**config.mk**
```make
export PLATFORM = sky130hd
export DESIGN_NAME = decode_iq
export DESIGN_NICKNAME = d
export VERILOG_FILES = /design/src/rtl/decode_iq.sv
export SDC_FILE = /design/constraint.sdc
export NUM_CORES = 1
export LEC_CHECK = 0
export ABC_CLOCK_PERIOD_IN_PS = 3900
export CORE_MARGIN = 1
export CORE_UTILIZATION = 45
export DETAILED_ROUTE_END_ITERATION = 8
export PLACE_DENSITY = 0.7
export SLEW_MARGIN = 20
export SYNTH_ARGS = -nofsm -noshare
export SYNTH_HDL_FRONTEND = slang
export SYNTH_SLANG_ARGS = --single-unit
```
**constraint.sdc**
```tcl
create_clock -name clk -period 3.9 [get_ports clk]
set_input_delay 0.975 -clock clk [delete_from_list [all_inputs] [get_ports clk]]
set_output_delay 0.975 -clock clk [all_outputs]
set_load 0.1 [all_outputs]
```
**src/rtl/decode_iq.sv**
```systemverilog
// Instruction queue between fetch and decode: buffers {pc, instr} pairs, predecodes the
// head entry and holds it back while the exec-stage load would feed one of its sources.
module decode_iq #(
    parameter int DEPTH   = 4,
    parameter int ADDR_W  = 32,
    parameter int INSTR_W = 32
) (
    input  logic                       clk,
    input  logic                       nrst,
    input  logic                       i_valid,
    output logic                       o_ready,
    input  logic [INSTR_W-1:0]         i_instr,
    input  logic [ADDR_W-1:0]          i_pc,
    input  logic                       i_flush,
    input  logic                       i_stall,
    input  logic                       i_ex_load,
    input  logic [4:0]                 i_ex_rd_no,
    output logic                       o_valid,
    output logic [INSTR_W-1:0]         o_instr,
    output logic [ADDR_W-1:0]          o_pc,
    output logic [4:0]                 o_rs_no,
    output logic [4:0]                 o_rt_no,
    output logic                       o_is_branch,
    output logic                       o_is_load,
    output logic                       o_hazard,
    output logic [$clog2(DEPTH+1)-1:0] o_count
);
    localparam int PTR_W = $clog2(DEPTH);
    localparam int CNT_W = $clog2(DEPTH+1);

    localparam logic [5:0] OP_SPECIAL = 6'h00;
    localparam logic [5:0] OP_REGIMM  = 6'h01;
    localparam logic [5:0] OP_J       = 6'h02;
    localparam logic [5:0] OP_JAL     = 6'h03;
    localparam logic [5:0] OP_BEQ     = 6'h04;
    localparam logic [5:0] OP_BNE     = 6'h05;
    localparam logic [5:0] OP_BLEZ    = 6'h06;
    localparam logic [5:0] OP_BGTZ    = 6'h07;
    localparam logic [5:0] OP_LUI     = 6'h0F;
    localparam logic [5:0] OP_LB      = 6'h20;
    localparam logic [5:0] OP_LH      = 6'h21;
    localparam logic [5:0] OP_LW      = 6'h23;
    localparam logic [5:0] OP_LBU     = 6'h24;
    localparam logic [5:0] OP_LHU     = 6'h25;
    localparam logic [5:0] OP_SB      = 6'h28;
    localparam logic [5:0] OP_SH      = 6'h29;
    localparam logic [5:0] OP_SW      = 6'h2B;
    localparam logic [5:0] FN_JR      = 6'h08;
    localparam logic [5:0] FN_JALR    = 6'h09;

    logic [ADDR_W+INSTR_W-1:0] mem [DEPTH];
    logic [PTR_W-1:0]          wr_ptr_reg;
    logic [PTR_W-1:0]          rd_ptr_reg;
    logic [CNT_W-1:0]          count_reg;

    logic                empty;
    logic                full;
    logic                push;
    logic                pop;
    logic [INSTR_W-1:0]  head_instr;
    logic [ADDR_W-1:0]   head_pc;
    logic [5:0]          opcode;
    logic [5:0]          funct;
    logic                is_jr_jalr;

    assign empty   = (count_reg == '0);
    assign full    = (count_reg == CNT_W'(DEPTH));
    assign o_ready = !full;
    assign o_count = count_reg;

    // Full blocks pushes even when a pop happens the same cycle (no bypass).
    assign push = i_valid && !full;
    assign pop  = o_valid && !i_stall;

    assign {head_pc, head_instr} = mem[rd_ptr_reg];
    assign opcode     = head_instr[31:26];
    assign funct      = head_instr[5:0];
    assign is_jr_jalr = (opcode == OP_SPECIAL) && (funct == FN_JR || funct == FN_JALR);

    always_ff @(posedge clk or negedge nrst) begin
        if (!nrst) begin
            wr_ptr_reg <= '0;
            rd_ptr_reg <= '0;
            count_reg  <= '0;
        end else if (i_flush) begin
            wr_ptr_reg <= '0;
            rd_ptr_reg <= '0;
            count_reg  <= '0;
        end else begin
            if (push) wr_ptr_reg <= wr_ptr_reg + PTR_W'(1);
            if (pop)  rd_ptr_reg <= rd_ptr_reg + PTR_W'(1);
            if (push && !pop)      count_reg <= count_reg + CNT_W'(1);
            else if (pop && !push) count_reg <= count_reg - CNT_W'(1);
        end
    end

    // Storage needs no reset: unoccupied entries are never presented.
    always_ff @(posedge clk) begin
        if (push && !i_flush) mem[wr_ptr_reg] <= {i_pc, i_instr};
    end

    always_comb begin
        o_instr     = '0;
        o_pc        = '0;
        o_rs_no     = '0;
        o_rt_no     = '0;
        o_is_branch = 1'b0;
        o_is_load   = 1'b0;
        if (!empty) begin
            o_instr = head_instr;
            o_pc    = head_pc;
            if (!(opcode == OP_J || opcode == OP_JAL || opcode == OP_LUI))
                o_rs_no = head_instr[25:21];
            // rt is only a source for R-type ALU ops, BEQ/BNE and stores.
            if ((opcode == OP_SPECIAL && !is_jr_jalr) || opcode == OP_BEQ || opcode == OP_BNE ||
                opcode == OP_SB || opcode == OP_SH || opcode == OP_SW)
                o_rt_no = head_instr[20:16];
            o_is_branch = is_jr_jalr || opcode == OP_REGIMM || opcode == OP_J || opcode == OP_JAL ||
                          opcode == OP_BEQ || opcode == OP_BNE || opcode == OP_BLEZ ||
                          opcode == OP_BGTZ;
            o_is_load   = opcode == OP_LB || opcode == OP_LH || opcode == OP_LW ||
                          opcode == OP_LBU || opcode == OP_LHU;
        end
    end

    assign o_hazard = !empty && i_ex_load && (i_ex_rd_no != 5'd0) &&
                      (i_ex_rd_no == o_rs_no || i_ex_rd_no == o_rt_no);
    assign o_valid  = !empty && !o_hazard;

endmodule

```
==> metrics.cfg, run 1 <==
[clocking]
clk_path_buf_depth=3
cts_buffers=26
clock-root-buffer=clkbuf_16
clk_pin_slew_ps=60
h-tree-depth=1
worstSkewPairLatency_ps=530
cts_tree=done
cts_sinks=263
ctsHoldBuffers=0

[critical_path]
crit_start=rd_ptr_reg[0]
worstPathRequired_ps=2920
cp.depth=9
crit_path_max_fanout=8
slowest_delay_ps=590
crit_top_cell=buf_12
crit_path_end=o_hazard
cp-start-kind=register
reg2reg_slack_ps=150
reg2reg_from=rd_ptr_reg[0]
r2r.worst_path.cells=15
crit_buf_inv=2
end_kind=output port
critical_path_class=register to output port
crit_family=simple AND/OR/NAND/NOR gates
crit_slowest_cell=or4b_4
path_cells=mux4_2 -> or4b_4 -> o211ai_1 -> a21boi_4 -> xnor2_2 -> a32oi_2 -> nor2b_4 -> buf_12 -> buf_12
crit_arrival_ps=3430
reg2reg_to=o_count[2]

[logic_synthesis]
yosys.area.top_type_share_pct=72.12
ys.flop_type=edfxtp_1
async_reset_ff_share_pct=2.662
synthCells=530
seq_area_frac_synth_pct=73.76
syn_nets=610
synth.cells.most_frequent=edfxtp_1, and2_1, mux4_2
syn-mean-instance-area_sq_um=20.11
synth.distinct_cells=55
ys_warn_count=0
syn_area_sq_mm=0.01066
synth_area_leaders=edfxtp_1, mux4_2, and2_1
synth_most_common_cell=edfxtp_1
synth_edf_count=256
yosysTopAreaCell=edfxtp_1
ys_seq_elements=263

[layout]
fin_area_sq_mm=0.01405
finalNetCount=820
register_area_sq_mm=0.007874
drive_gt1_share_pct=36.45
largest_register=mem
area_growth_pct=31.79
nFillCells=1660
final_core_util_pct=61.30
largest_reg_flops=256
multiInputGateArea_sq_mm=0.002824

[sta]
hold_viol=0
worst_slew_pin_slew_ps=964.4
clock.fmax_mhz=226.9
rsz0062_at_grt=yes
slew_violations=0
setup_viol=7
skew_ps=13.51
final.setup.worst_slack_ps=-507.9
max_slew_margin_pct=35.50
fin_tns_setup_ps=-1890
period_needed_ps=4408
fin_crit_sh_pct=113.0

[die]
die_area_sq_mm=0.02431
io_pins=157
rows=55
die_width_um=155.9
die_h_um=155.9
initial_core_util_pct=46.51
core_sq_mm=0.02292

[drt]
drc=0
wirelength_um=23000
wl_per_cell_um=21.41
first_iter_violations=256
dr_total_vias=5707
antenna_left=0
avgViaCountPerCell=5.314
drtPass1Iterations=4

[outcome]
violations=negative setup slack
outcome=complete, but fails checks

[placement]
dp_hpwl_um=14990
io_buffers=156
gp_congestion=0.8008
placedInstanceArea_sq_mm=0.01304

[grt]
grt_pass1_wl_um=35210
antenna_found_initial=1
grt_max_degree=34
grt_usage_pct=19.34
grt-ovfl-total=0
grt_pass1_vias=6309

[hold_path]
min_path_type=register to register

[job]
max-cap-violations=0

## through the flow
stage                     cells  worst slack, ps  hold WS (ps)
after floorplan             530           -535.8         542.5
after global routing       1073           -602.4         623.1
after global placement     1013            17.96         557.7
after detailed placement   1013           -59.37         591.6
final                      1074           -507.9         599.3
after CTS                  1070           -497.2         601.3
## how the worst min path moves through the flow
stage | startpoint | endpoint | slack (ps) | cells past startpoint
6_report | wr_ptr_reg[1] | wr_ptr_reg[1] | 600 | 2
5_1_grt | wr_ptr_reg[1] | wr_ptr_reg[1] | 620 | 2
4_1_cts | wr_ptr_reg[1] | wr_ptr_reg[1] | 600 | 2
3_5_place_dp | wr_ptr_reg[1] | wr_ptr_reg[1] | 590 | 2
3_3_place_gp | wr_ptr_reg[1] | wr_ptr_reg[1] | 560 | 2
2_1_floorplan | wr_ptr_reg[1] | wr_ptr_reg[1] | 540 | 2
## placed cells by master, fill, tap and decap left out, drive strengths merged, types with 6 or more instances in the layout
master	n
and2	69
buf	129
xnor2	8
inv	9
clkdlybuf4s50	77
edfxtp	256
o21ai	6
nor3	7
mux4	64
nand2	10
clkbuf	29
clkinv	13
dfrtp	7
nor2	14
## logic make-up after synthesis
logic type	share of synthesized area (%)
adder cells (fa/ha/maj)	0.6574
AND/OR/NAND/NOR	7.325
buffers and inverters	1.432
AO/OA/AOI/OAI	2.207
flip-flops	73.76
multiplexers	13.87
XOR/XNOR	0.7396
## cell type report
type,count,area share [%]
antenna,1,0.01781
clock buffer,29,4.863
clock inverter,19,1.185
inverter,9,0.2405
multi-input combinational,234,20.10
sequential,263,56.05
tap,313,2.788
timing repair buffer,206,14.75
## what timing repair did
action                     CTS  global route
pin swaps                    9             4
buffers inserted             9             3
setup endpoints to repair   10            13
gates resized for setup     14             4
## per-layer routing
layer	track usage, %	wire length [um]
met1	24.43	9209
met2	33.18	11750
met5	0	0
met3	4.750	1609
met4	5.556	422
## worst reg2reg max path, delay by kind of cell, from the launching register on
kind | cells | cell delay, ps
adders and majority gates | 1 | 420
DFF | 1 | 520
buffers and inverters | 3 | 500
AOI/OAI and AO/OA | 4 | 830
muxes | 1 | 580
and+or+nand+nor | 6 | 780
Power of run 1 is left out: the tool's default activity adds up to more than one toggle a clock period on the data nets, which glitch-free logic cannot reach.
==> run 2: changes to the inputs <==
--- a/config.mk
+++ b/config.mk
@@ -6,9 +6,11 @@
 export NUM_CORES = 1
 export LEC_CHECK = 0
 export ABC_CLOCK_PERIOD_IN_PS = 3900
+export CORE_ASPECT_RATIO = 0.7
 export CORE_MARGIN = 1
 export CORE_UTILIZATION = 45
 export DETAILED_ROUTE_END_ITERATION = 8
+export MAX_ROUTING_LAYER = met4
 export PLACE_DENSITY = 0.7
 export SLEW_MARGIN = 20
 export SYNTH_ARGS = -nofsm -noshare
==> run 2 against run 1 <==
The flow still finishes with violations (negative setup slack). Cell count decreased by 0.47%. Critical path depth up 1. Hold slack worse by 4.3 ps. Largest cell class unchanged.
==> metrics.cfg, run 2 (synthesis gave the netlist of run 1 again) <==
[grt]
grt_pass1_vias=6070  ; was 6309
grt_pass1_wl_um=34590  ; was 35210 um
grt-ovfl-total=0  ; unchanged
antenna_found_initial=3  ; was 1
grt_usage_pct=19.89  ; was 19.34%
grt_max_degree=42  ; was 34

[drt]
dr_total_vias=5744  ; was 5707
antenna_left=0  ; unchanged
avgViaCountPerCell=5.373  ; was 5.314
drtPass1Iterations=4  ; unchanged
first_iter_violations=399  ; was 256
wl_per_cell_um=21.56  ; was 21.41 um
drc=0  ; unchanged
wirelength_um=23050  ; was 23000 um

[sta]
hold_viol=0  ; unchanged
slew_violations=0  ; unchanged
period_needed_ps=4357  ; was 4408 ps
rsz0062_at_grt=yes  ; unchanged
timing.hold.ws_ps=595.0  ; was 599.3 ps
final.setup.worst_slack_ps=-457.3  ; was -507.9 ps
clock.fmax_mhz=229.5  ; was 226.9 MHz
setup_viol=6  ; was 7
worst_slew_pin_slew_ps=968.5  ; was 964.4 ps
skew_ps=6.625  ; was 13.51 ps
max_slew_margin_pct=35.23  ; was 35.50%
fin_crit_sh_pct=111.7  ; was 113.0%

[clocking]
worstSkewPairLatency_ps=520  ; was 530 ps
clock-root-buffer=clkbuf_16  ; unchanged
clk_pin_slew_ps=70  ; was 60 ps
h-tree-depth=1  ; unchanged
cts_tree=done  ; unchanged
cts_buffers=26  ; unchanged
clk_path_buf_depth=3  ; unchanged
cts_sinks=263  ; unchanged

[die]
core_sq_mm=0.02296  ; was 0.02292 sq mm
rows=46  ; was 55
io_pins=157  ; unchanged
die_area_sq_mm=0.02432  ; was 0.02431 sq mm
die_h_um=130.8  ; was 155.9 um
initial_core_util_pct=46.41  ; was 46.51%
die_width_um=186.0  ; was 155.9 um

[outcome]
outcome=complete, but fails checks  ; unchanged
violations=negative setup slack  ; unchanged

[critical_path]
crit_arrival_ps=3380  ; was 3430 ps
end_kind=output port  ; unchanged
worstPathRequired_ps=2920  ; about the same
crit_path_max_fanout=5  ; was 8
cp-start-kind=register  ; unchanged
critical_path_class=register to output port  ; unchanged

[layout]
largest_register=mem  ; unchanged
drive_gt1_share_pct=35.82  ; was 36.45%
nFillCells=1601  ; was 1660
largest_reg_flops=256  ; unchanged
final_cell_mix=edfxtp_1, buf_4, clkdlybuf4s50_1  ; unchanged
final_common_cell=edfxtp_1  ; unchanged
finalNetCount=813  ; was 820
area_growth_pct=31.33  ; was 31.79%

[placement]
dp_slack_ps=-75.33  ; was -59.37 ps
gp_congestion=0.8882  ; was 0.8008
dp_hpwl_um=15040  ; was 14990 um
io_buffers=156  ; unchanged

[job]
max-cap-violations=0  ; unchanged

[hold_path]
min_path_type=register to register  ; unchanged

==> run 2: critical path, cell delays in order (launching register included) <==
cell	delay, ps
dfrtp_4	440
buf_6	130
mux4_2	520
or4b_4	580
o2111ai_4	250
nand2_4	100
mux2i_4	200
a32oi_2	250
nor2b_4	90
nor2_4	110
buf_12	180
==> run 2: final timing paths <==
kind                            endpoint  slack, ps  depth (start not counted)     startpoint
min                        wr_ptr_reg[1]        600                          2  wr_ptr_reg[1]
max in group asynchronous  rd_ptr_reg[0]       2840                          1           nrst
max reg2reg                   o_count[2]         30                         14  rd_ptr_reg[0]
max                              o_valid       -460                         10  rd_ptr_reg[0]
min reg2reg                wr_ptr_reg[1]        600                          2  wr_ptr_reg[1]
min in group asynchronous  wr_ptr_reg[1]        740                          1           nrst
==> run 2: layer usage <==
metal,up-vias,GRT usage (%),routed length [um]
met1,2951,25.72,9757
met2,203,31.98,11270
met5,-,-,0
met4,0,5.256,383
met3,33,4.656,1638
li1,2557,-,-
==> run 2: cell type report <==
type	instances	area, sq um	area share (%)
tap	312	390.4	2.789
multi-input combinational	234	2838	20.27
inverter	9	33.78	0.2413
antenna	6	15.01	0.1073
sequential	263	7874	56.25
timing repair buffer	199	2011	14.36
clock inverter	17	175.2	1.251
clock buffer	29	661.9	4.728
==> run 2: repair_timing <==
action                                  CTS  global route
resized for setup                        13            10
setup buffers                             9             2
endpoints found under the setup margin   12            12
gates cloned                              0             0
endpoints found under the hold margin     0             0
pin swaps                                 5             7
hold buffers                              0             0
==> run 2: stage by stage <==
stage               cells  instance area, sq um  util (%)  setup TNS [ps]
global placement     1007                 12960     56.45               0
detailed placement   1007                 12960     56.45          -123.7
finish               1069                 14000     60.96           -1629
CTS                  1062                 13920     60.62           -1585
floorplan             530                 10780         -           -1291
global route         1066                 13990     60.92           -2445
Power of run 2 is left out for the same reason.
==> run 3: changes to the inputs <==
--- a/config.mk
+++ b/config.mk
@@ -9,6 +9,8 @@
 export CORE_ASPECT_RATIO = 0.7
 export CORE_MARGIN = 1
 export CORE_UTILIZATION = 45
+export CTS_BUF_LIST = sky130_fd_sc_hd__clkbuf_2 sky130_fd_sc_hd__clkbuf_4 sky130_fd_sc_hd__clkbuf_8
+export CTS_CLUSTER_SIZE = 8
 export DETAILED_ROUTE_END_ITERATION = 8
 export MAX_ROUTING_LAYER = met4
 export PLACE_DENSITY = 0.7
==> run 3 against run 2 <==
Critical path type unchanged. Design area fell by 0.28%. Non-clock buffer count did not move. Cell count rose by 1.7%. The run still ends with negative setup slack left. Register-to-register slack improved by 120 ps.
==> metrics.cfg, run 3 (synthesis gave the netlist of run 1 again) <==
[outcome]
outcome=complete, but fails checks  ; unchanged
violations=negative setup slack  ; unchanged

[drt]
first_iter_violations=399  ; unchanged
drc=0  ; unchanged
wl_per_cell_um=21.40  ; was 21.56 um
dr_total_vias=5782  ; was 5744
avgViaCountPerCell=5.319  ; was 5.373
wirelength_um=23260  ; was 23050 um
antenna_left=0  ; unchanged
drtPass1Iterations=5  ; was 4

[die]
die_h_um=130.8  ; unchanged
rows=46  ; unchanged
die_width_um=186.0  ; unchanged
io_pins=157  ; unchanged
die_area_sq_mm=0.02432  ; unchanged
initial_core_util_pct=46.41  ; unchanged
core_sq_mm=0.02296  ; unchanged

[grt]
grt-ovfl-total=0  ; unchanged
grt_pass1_vias=6228  ; was 6070
grt_max_degree=42  ; unchanged
grt_pass1_wl_um=35060  ; was 34590 um
grt_usage_pct=20.32  ; was 19.89%
antenna_found_initial=2  ; was 3

[placement]
dp_hpwl_um=15040  ; unchanged
io_buffers=156  ; unchanged
gp_congestion=0.8882  ; unchanged
placedInstanceArea_sq_mm=0.01296  ; unchanged

[layout]
final_cell_mix=edfxtp_1, buf_4, clkdlybuf4s50_1  ; unchanged
fin_area_sq_mm=0.01396  ; was 0.01400 sq mm
nFillCells=1635  ; was 1601
largest_register=mem  ; unchanged
drive_gt1_share_pct=38.65  ; was 35.82%
area_growth_pct=30.97  ; was 31.33%
largest_reg_flops=256  ; unchanged
multiInputGateArea_sq_mm=0.002874  ; was 0.002838 sq mm
final_common_cell=edfxtp_1  ; unchanged
finalNetCount=828  ; was 813
register_area_sq_mm=0.007874  ; unchanged

[critical_path]
cp-start-kind=register  ; unchanged
crit_path_max_fanout=4  ; was 5
worstPathRequired_ps=2920  ; about the same
r2r.worst_path.cells=14  ; unchanged
cp.depth=10  ; unchanged
crit_slowest_cell=or4b_4  ; unchanged
crit_family=simple AND/OR/NAND/NOR gates  ; unchanged
path_cells=buf_6 -> mux4_2 -> or4b_4 -> o2111ai_4 -> nand2_4 -> mux2i_4 -> a32oi_2 -> nor2b_4 -> nor2_4 -> buf_12  ; unchanged
critical_path_class=register to output port  ; unchanged
crit_buf_inv=2  ; unchanged
end_kind=output port  ; unchanged
crit_arrival_ps=3370  ; was 3380 ps
slowest_delay_ps=580  ; about the same

[clocking]
worstSkewPairLatency_ps=520  ; about the same
cts_tree=done  ; unchanged
clock-root-buffer=clkbuf_8  ; was clkbuf_16
ctsHoldBuffers=0  ; unchanged
clk_pin_slew_ps=60  ; was 70 ps
cts_buffers=41  ; was 26
clk_path_buf_depth=3  ; unchanged
cts_sinks=263  ; unchanged
h-tree-depth=2  ; was 1

[sta]
timing.hold.ws_ps=599.9  ; was 595.0 ps
fin_crit_sh_pct=111.4  ; was 111.7%
skew_ps=9.342  ; was 6.625 ps
setup_viol=7  ; was 6
clock.fmax_mhz=230.1  ; was 229.5 MHz
period_needed_ps=4346  ; was 4357 ps
max_slew_margin_pct=35.10  ; was 35.23%
hold_viol=0  ; unchanged
worst_slew_pin_slew_ps=970.5  ; was 968.5 ps
final.setup.worst_slack_ps=-446.1  ; was -457.3 ps
rsz0062_at_grt=yes  ; unchanged
slew_violations=0  ; unchanged

[hold_path]
min_path_type=register to register  ; unchanged
hold_depth=2  ; unchanged

[job]
max-cap-violations=0  ; unchanged

[run 3: changes by cell type in the layout (fill, tap and decap cells not counted), sizes merged]
| cell | before | now |
|---|---|---|
| bufinv | 3 | 0 |
| clkbuf | 29 | 61 |
| clkinv | 11 | 4 |
| clkinvlp | 1 | 0 |
| diode | 6 | 4 |
| inv | 11 | 10 |
[run 3: cell type report]
class / count / area share [%]
antenna: 4 / 0.07170
clock buffer: 61 / 5.208
clock inverter: 5 / 0.1793
inverter: 9 / 0.2420
multi-input combinational: 234 / 20.59
sequential: 263 / 56.40
tap: 312 / 2.796
timing repair buffer: 199 / 14.51
[run 3: metrics by stage]
step	cells	TNS, ps	util (%)	worst slack [ps]
detailed placement	1007	-123.7	56.45	-75.33
floorplan	530	-1291	-	-535.8
CTS	1081	-1397	60.35	-495.2
global route	1085	-2398	60.77	-555.3
finish	1087	-1669	60.79	-446.1
global placement	1007	0	56.45	20.16
[run 3: worst paths after layout]
path,start,to,slack [ps]
min in group asynchronous,nrst,rd_ptr_reg[0],750
worst max-delay path,rd_ptr_reg[0],o_valid,-450
worst min-delay path,wr_ptr_reg[1],wr_ptr_reg[1],600
worst min register to register,wr_ptr_reg[1],wr_ptr_reg[1],600
worst max register to register,rd_ptr_reg[0],o_count[2],150
max in group asynchronous,nrst,rd_ptr_reg[1],2830
[run 3: worst register-to-register path: cells and delay by family (launching register included)]
kind | cells | cell delay, ps
and+or+nand+nor | 7 | 1390
buffers and inverters | 2 | 280
DFF | 1 | 430
adders and majority gates | 1 | 420
muxes | 2 | 730
AOI/OAI and AO/OA | 2 | 390
[run 3: per-layer routing]
| metal | part of all wire (%) | track usage (%) |
|---|---|---|
| met5 | 0 | - |
| met3 | 7.8 | 5.183 |
| met4 | 1.7 | 6.075 |
| met1 | 42 | 26.09 |
| met2 | 48 | 32.20 |
[run 3: what timing repair did]
| action | in CTS | in global routing |
|---|---|---|
| buffers inserted | 8 | 2 |
| setup endpoints to repair | 12 | 14 |
| endpoints found under the hold margin | 0 | 0 |
| pin swaps | 8 | 11 |
| resized for setup | 20 | 14 |
Power of run 3 is left out for the same reason.
